**src/rtl/wdt_apb_regs.sv**
```systemverilog
// APB-lite register front end for the 32-bit watchdog counter.
// Decodes bus writes into feed/update pulses, mode and start value.
// Captures watchdog interrupt/timeout edges into sticky status bits.
module wdt_apb_regs #(
  parameter logic [31:0] FEED_KEY     = 32'h5A5A_A5A5,
  parameter logic [31:0] UNLOCK_KEY   = 32'h1ACC_E551,
  parameter logic [31:0] DEFAULT_LOAD = 32'hFFFF_FFFF
) (
  input  logic        clk,
  input  logic        rst_,
  input  logic        psel,
  input  logic        penable,
  input  logic        pwrite,
  input  logic [4:0]  paddr,
  input  logic [31:0] pwdata,
  output logic [31:0] prdata,
  output logic        pready,
  output logic        pslverr,
  output logic        flag,
  output logic [1:0]  mode,
  output logic        update,
  output logic [31:0] start_value,
  input  logic        wd_intr,
  input  logic        wd_timeout,
  output logic        irq,
  output logic        rst_req
);

  // Word offsets (paddr[4:2]).
  localparam logic [2:0] REG_LOAD   = 3'd0;
  localparam logic [2:0] REG_CTRL   = 3'd1;
  localparam logic [2:0] REG_FEED   = 3'd2;
  localparam logic [2:0] REG_LOCK   = 3'd3;
  localparam logic [2:0] REG_STATUS = 3'd4;
  localparam logic [2:0] REG_INTEN  = 3'd5;

  logic [31:0] load_q,       load_d;
  logic [1:0]  mode_q,       mode_d;
  logic        locked_q,     locked_d;
  logic [2:0]  status_q,     status_d;
  logic        inten_q,      inten_d;
  logic        flag_q,       flag_d;
  logic        update_q,     update_d;
  logic        intr_prev_q,  intr_prev_d;
  logic        intr_rise_q,  intr_rise_d;
  logic        tmo_prev_q,   tmo_prev_d;
  logic        tmo_rise_q,   tmo_rise_d;

  logic [2:0] word;
  logic       access;
  logic       addr_ok;
  logic       wr_en;
  logic       cfg_blocked;
  logic       unused_addr_bits;

  assign word             = paddr[4:2];
  assign unused_addr_bits = ^paddr[1:0];
  assign access           = psel & penable;
  assign addr_ok          = (word <= REG_INTEN);
  assign wr_en            = access & pwrite & addr_ok;
  assign cfg_blocked      = locked_q & ((word == REG_LOAD) | (word == REG_CTRL));

  // Bus handshake and direct register-driven outputs.
  always_comb begin
    pready      = access;
    pslverr     = access & (~addr_ok | (pwrite & cfg_blocked));
    flag        = flag_q;
    update      = update_q;
    mode        = mode_q;
    start_value = load_q;
    irq         = status_q[0] & inten_q;
    rst_req     = status_q[1];
  end

  // Read data mux; zero outside a valid read access.
  always_comb begin
    prdata = '0;
    if (access && !pwrite && addr_ok) begin
      case (word)
        REG_LOAD:   prdata = load_q;
        REG_CTRL:   prdata = {30'd0, mode_q};
        REG_LOCK:   prdata = {31'd0, locked_q};
        REG_STATUS: prdata = {29'd0, status_q};
        REG_INTEN:  prdata = {31'd0, inten_q};
        default:    prdata = '0;
      endcase
    end
  end

  // Next-state for registers, pulses, edge detectors and sticky status.
  always_comb begin
    // NOTE: every _d gets a default first so no path leaves it unassigned (no latch).
    load_d      = load_q;
    mode_d      = mode_q;
    locked_d    = locked_q;
    inten_d     = inten_q;
    status_d    = status_q;
    flag_d      = 1'b0;
    update_d    = 1'b0;
    intr_prev_d = wd_intr;
    tmo_prev_d  = wd_timeout;
    intr_rise_d = wd_intr & ~intr_prev_q;
    tmo_rise_d  = wd_timeout & ~tmo_prev_q;

    if (wr_en) begin
      case (word)
        REG_LOAD: if (!locked_q) begin
          load_d   = pwdata;
          update_d = 1'b1;
        end
        REG_CTRL: if (!locked_q) mode_d = pwdata[1:0];
        REG_FEED: begin
          if (pwdata == FEED_KEY) flag_d = 1'b1;
          else                    status_d[2] = 1'b1;
        end
        REG_LOCK:   locked_d = (pwdata != UNLOCK_KEY);
        REG_STATUS: status_d = status_q & ~pwdata[2:0];
        REG_INTEN:  inten_d  = pwdata[0];
        default: ;
      endcase
    end

    // Hardware set is applied after write-1-to-clear so a coincident set wins.
    if (intr_rise_q) status_d[0] = 1'b1;
    if (tmo_rise_q)  status_d[1] = 1'b1;
  end

  // State registers with asynchronous active-low reset.
  always_ff @(posedge clk or negedge rst_) begin
    if (!rst_) begin
      load_q      <= DEFAULT_LOAD;
      mode_q      <= 2'b00;
      locked_q    <= 1'b0;
      status_q    <= 3'b000;
      inten_q     <= 1'b0;
      flag_q      <= 1'b0;
      update_q    <= 1'b0;
      intr_prev_q <= 1'b0;
      intr_rise_q <= 1'b0;
      tmo_prev_q  <= 1'b0;
      tmo_rise_q  <= 1'b0;
    end else begin
      // NOTE: non-blocking so every flop samples pre-edge values regardless of order.
      load_q      <= load_d;
      mode_q      <= mode_d;
      locked_q    <= locked_d;
      status_q    <= status_d;
      inten_q     <= inten_d;
      flag_q      <= flag_d;
      update_q    <= update_d;
      intr_prev_q <= intr_prev_d;
      intr_rise_q <= intr_rise_d;
      tmo_prev_q  <= tmo_prev_d;
      tmo_rise_q  <= tmo_rise_d;
    end
  end

endmodule
```
**config.mk**
```make
export PLATFORM = sky130hd
export DESIGN_NAME = wdt_apb_regs
export DESIGN_NICKNAME = d
export VERILOG_FILES = /design/src/rtl/wdt_apb_regs.sv
export SDC_FILE = /design/constraint.sdc
export NUM_CORES = 1
export LEC_CHECK = 0
export CORE_ASPECT_RATIO = 1.5
export CORE_UTILIZATION = 37
export CTS_BUF_LIST = sky130_fd_sc_hd__clkbuf_2
export CTS_CLUSTER_DIAMETER = 200
export DETAILED_ROUTE_END_ITERATION = 7
export GPL_TIMING_DRIVEN = 0
export PLACE_DENSITY_LB_ADDON = 0.3
export SYNTH_ARGS = -nofsm -noshare
export SYNTH_HDL_FRONTEND = slang
export SYNTH_SLANG_ARGS = --single-unit
```
**constraint.sdc**
```tcl
create_clock -name clk -period 1.6 [get_ports clk]
set_clock_uncertainty 0.1 [all_clocks]
set_input_delay 0.32 -clock clk [delete_from_list [all_inputs] [get_ports clk]]
set_output_delay 0.32 -clock clk [all_outputs]
set_load 0.005 [all_outputs]
```
== Word-level counts from Yosys, hierarchy flattened ==
Index checks and enable logic that the tools add are counted.

* Reductions and logical operators: 16
* Equality and inequality tests: 8
* Multiplexer cells: 14
* Bitwise logic cells: 17
* Order comparisons: 1

{| class="wikitable"
|+ Operator list
! kind !! number
|-
| one-hot mux 32 bit (5 select lines) || 1
|-
| == test 32 x 31 -> 1 bit (second input constant) || 1
|-
| two-way mux 32 bit || 1
|-
| != test 32 x 29 -> 1 bit (second input constant) || 1
|-
| nonzero test 2 bit || 5
|-
| bitwise AND 1 bit || 9
|-
| two-way mux 1 bit || 9
|-
| AND reduction 3 bit || 3
|-
| AND reduction 2 bit || 4
|-
| == test 3 x 2 -> 1 bit (second input constant) || 2
|-
| == test 3 bit (second input constant) || 2
|-
| two-way mux 2 bit || 2
|-
| inverter 1 bit || 4
|-
| bitwise AND 3 bit || 1
|-
| == test 3 x 1 -> 1 bit (second input constant) || 1
|-
| <= comparator 3 bit (second input constant) || 1
|-
| zero test 3 bit || 1
|-
| inverter 3 bit || 1
|-
| logical AND 1 bit || 2
|-
| != test 2 bit (second input constant) || 1
|-
| bitwise OR 1 bit || 2
|-
| one-hot mux 1 bit (2 select lines) || 1
|-
| zero test 1 bit || 1
|}

* Bits of input ports: 44
* Logic and storage cells: 69
* Output and inout bits: 72
* Flip-flop bits (word level): 45

== Logic depth before layout (Yosys ltp) ==
* Word-level depth: 6
* Mapped depth: 6

== Worst setup path before layout ==
No wires, ideal clock.

* Path type: in2out
* From: input psel
* To: output prdata[15]
* Data required time: 1.180 ns
* Path slack: -0.041 ns
* Data arrival time: 1.221 ns
* Stages: 6
* Cell sequence: nand2_1 or2_4 nor4_4 buf_4 clkbuf_2 and2_1

* Longest elaborated chain between the ends: 4

{| class="wikitable"
|+ Ends and longest elaborated chain
! what !! line !! source
|-
| from (decl) || 11 || <nowiki>input logic psel,</nowiki>
|-
| bitwise AND 1 bit || 58 || <nowiki>assign access = psel & penable;</nowiki>
|-
| logical AND 1 bit (2 in a row) || 78 || <nowiki>if (access && !pwrite && addr_ok) begin</nowiki>
|-
| two-way mux 32 bit || 78 ||
|-
| to (decl) || 16 || <nowiki>output logic [31:0] prdata,</nowiki>
|}

No other way between the ends.

== Worst setup path in the final report ==
* From: input pwrite
* To: output prdata[8]

* Longest elaborated chain between the ends: 4

{| class="wikitable"
|+ Ends and longest elaborated chain
! what !! line !! source
|-
| from (decl) || 13 || <nowiki>input logic pwrite,</nowiki>
|-
| zero test 1 bit || 78 ||
|-
| logical AND 1 bit (2 in a row) || 78 ||
|-
| two-way mux 32 bit || 78 ||
|}

No other way between the ends.

==> impl_metrics.env <==
export IMPL_cts_made_buffers=5
export IMPL_clock_sinks=45
export IMPL_syn_area_mm2=0.00227
export IMPL_root_buffer="clkbuf_2"
export IMPL_overflow=0
export IMPL_rsz0062_at_grt="yes"
export IMPL_path_buf_inv=5
export IMPL_fin_crit_sh=1.24
export IMPL_area_delta_synth_final_pct=72.3
export IMPL_ir_drop_mv=0.612
export IMPL_post_dp_hpwl_mm=4.75
export IMPL_hold_ws_ps=136
export IMPL_finalSetupViolations=34
export IMPL_vias=2089
export IMPL_worstPathArrival_ps=1560
export IMPL_dieWidth_um=66.0
export IMPL_worstSetupEndpointType="output pin"
export IMPL_crit_type="in2out"
export IMPL_clock_latency_ps=410
export IMPL_worst_path_max_delay_cell="nor4_4"
export IMPL_htreeDepth=2
export IMPL_worstMarginPinSlew_ps=357
export IMPL_drtIter0Drc=79
export IMPL_layout_cells_non_filler=422
export IMPL_firstDrtPassIters=4
export IMPL_max_freq_mhz=505
export IMPL_required_ps=1180
export IMPL_slew_headroom=0.760
export IMPL_cp_common_cell="buf_6"
export IMPL_route_detailed_drc=0
export IMPL_seq_area_mm2=0.00117
export IMPL_rows=34
export IMPL_crit_fanout=5
export IMPL_syn_num_nets=230
export IMPL_ys_seq_area_frac=0.513
export IMPL_final_common_cell="buf_6"
export IMPL_critPathTopFamily="simple AND/OR/NAND/NOR gates"
export IMPL_maxSlewViolCount=0
export IMPL_layout_drive_gt1_share=0.660
export IMPL_antenna_found_initial=0
export IMPL_io_pins=116
export IMPL_grt_pass1_vias=2157
export IMPL_cts_clk_slew_worst_paths_ps=220
export IMPL_clk_path_buf_depth=2
export IMPL_ys_seq_elements=45
export IMPL_setup_slack_ps=-380
export IMPL_multi_input_area_mm2=0.00112
export IMPL_wl_per_cell_um=16.5
export IMPL_drt_wl_total_mm=6.97
export IMPL_final_util=0.668
export IMPL_crit_chain="buf_6, or2_4, nor4_4, clkbuf_8, buf_6, buf_6, and2_4, buf_6"
export IMPL_yosysUniqueCellTypes=41
export IMPL_grtUsageTotal=0.222
export IMPL_powerDensity_mw_per_mm2=771
export IMPL_status="finished with violations"
export IMPL_hold_viol_final=0
export IMPL_synth_warnings=0
export IMPL_dp_cells=372
export IMPL_start_kind="primary input"
export IMPL_final_cell_mix="buf_6 (54), buf_2 (36), mux2_2 (35)"
export IMPL_hold_path_class="in2reg"
export IMPL_layout_filler_cells=504
export IMPL_via_per_inst=4.95
export IMPL_slowest_delay_ps=270
export IMPL_grt_pass1_wl_mm=10.8
export IMPL_die_h_um=98.0
export IMPL_violations="negative setup slack"
export IMPL_tritoncts="done"
export IMPL_syn_avg_cell_area_um2=12.2
export IMPL_ant_nets=0
export IMPL_grt_max_degree=38
export IMPL_p_leak_nw=1.85
export IMPL_initial_core_util=0.387
export IMPL_period_minus_slack_ps=1980
export IMPL_gp_congestion=0.777
export IMPL_io_buffers=113
export IMPL_fp_dieArea_mm2=0.00647
export IMPL_antenna_cells=0
export IMPL_drv_cap=0
export IMPL_synth_cells=186
export IMPL_core_area_mm2=0.00587
export IMPL_nNetsFinal=393
-- metal layers --
| layer | vias up | GRT usage | share of wire |
|---|---|---|---|
| met4 | 0 | 0.0818 | 0.026 |
| li1 | 980 | - | - |
| met2 | 75 | 0.408 | 0.56 |
| met3 | 14 | 0.0432 | 0.049 |
| met1 | 1020 | 0.243 | 0.36 |
| met5 | - | 0 | 0 |
-- cell type report --
type | instances | area share
well taps | 72 | 0.0230
multi-input cells | 127 | 0.285
plain buffers | 7 | 0.0198
inverters | 5 | 0.00479
clock buffers | 5 | 0.00638
repair buffers | 158 | 0.360
clock inverters | 3 | 0.00319
flip-flops and latches | 45 | 0.297
-- cells in the mapped netlist, drive strengths merged --
| cell type | instances | share of area |
|---|---|---|
| buf | 7 | 0.026 |
| nor3 | 2 | 0.0066 |
| a21o | 2 | 0.0066 |
| nand2b | 1 | 0.0028 |
| nand4 | 2 | 0.0055 |
| o31ai | 1 | 0.0033 |
| and4b | 2 | 0.0088 |
| nor2b | 3 | 0.0083 |
| inv | 5 | 0.0083 |
| nand2 | 6 | 0.011 |
| mux2i | 4 | 0.018 |
| and2 | 30 | 0.083 |
| mux2 | 35 | 0.17 |
| nor3b | 2 | 0.0066 |
| and3 | 1 | 0.0028 |
| nor4 | 4 | 0.018 |
| dfrtp | 13 | 0.14 |
| and4bb | 2 | 0.011 |
| o41ai | 1 | 0.0039 |
| a31oi | 2 | 0.0055 |
| xnor2 | 1 | 0.0039 |
| nand4b | 1 | 0.0039 |
| a21oi | 1 | 0.0022 |
| nor2 | 6 | 0.0099 |
| dfstp | 32 | 0.37 |
| or2 | 1 | 0.0039 |
| nand3 | 7 | 0.015 |
| o211ai | 1 | 0.0033 |
| nor4b | 2 | 0.010 |
| or4 | 1 | 0.0033 |
| nor4bb | 3 | 0.013 |
| clkbuf | 2 | 0.0038 |
| o21ai | 3 | 0.0066 |
-- final timing paths --
check                            start  depth (start not counted)              end  slack [ps]
setup / recovery                pwrite                          8        prdata[8]        -380
setup reg to reg              locked_q                          5  start_value[15]          90
max in group asynchronous         rst_                          3   start_value[1]         710
hold reg to reg            intr_prev_q                          1      intr_rise_q         310
hold / removal              pwdata[11]                          2  start_value[11]         140
min in group asynchronous         rst_                          2             flag         150
-- logic make-up after synthesis --
group	share of synthesized area
simple gates	0.223
flops	0.513
mux	0.191
buf+inv	0.0379
compound gates	0.0313
xor+xnor	0.00385
-- stage by stage --
step / setup slack [ps] / instance area (um^2) / TNS [ps] / power, mW
finish: -380 / 3920 / -10230 / 3.02
global route: -465 / 3920 / -12710 / 3.20
detailed placement: -1280 / 3530 / -58330 / 2.43
CTS: -518 / 3730 / -14490 / 2.95
global placement: -1270 / 3520 / -92680 / 2.41
floorplan: 6.64 / 2300 / 0 / 1.84
-- state kept, by name, indices dropped and copies added, names as in the netlist --
name         cells
flag             1
inten_q          1
intr_prev_q      1
intr_rise_q      1
locked_q         1
mode             2
start_value     32
status_q         3
tmo_prev_q       1
tmo_rise_q       1
update           1
-- power breakdown --
group	switching (mW)	internal, mW	total, mW
combinational	0.337	0.646	0.983
sequential	0.135	1.45	1.58
clock	0.364	0.0959	0.459
total	0.836	2.19	3.02
-- worst reg2reg max path, cell delays in order (launching register included) --
cell and delay [ps]:
dfrtp_1 430, buf_4 140, nor2_1 140, nand2_2 170, buf_6 200, mux2_2 280
-- what timing repair did --
item / 4_1_cts / 5_1_grt
resized for setup: 344 / 48
pin swaps: 35 / 11
endpoints found under the setup margin: 104 / 61
hold buffers: 1 / 0
endpoints found under the hold margin: 19 / 0
cloned: 2 / 0
buffers inserted: 39 / 4
No activity file was read; power rests on OpenSTA's default activity.
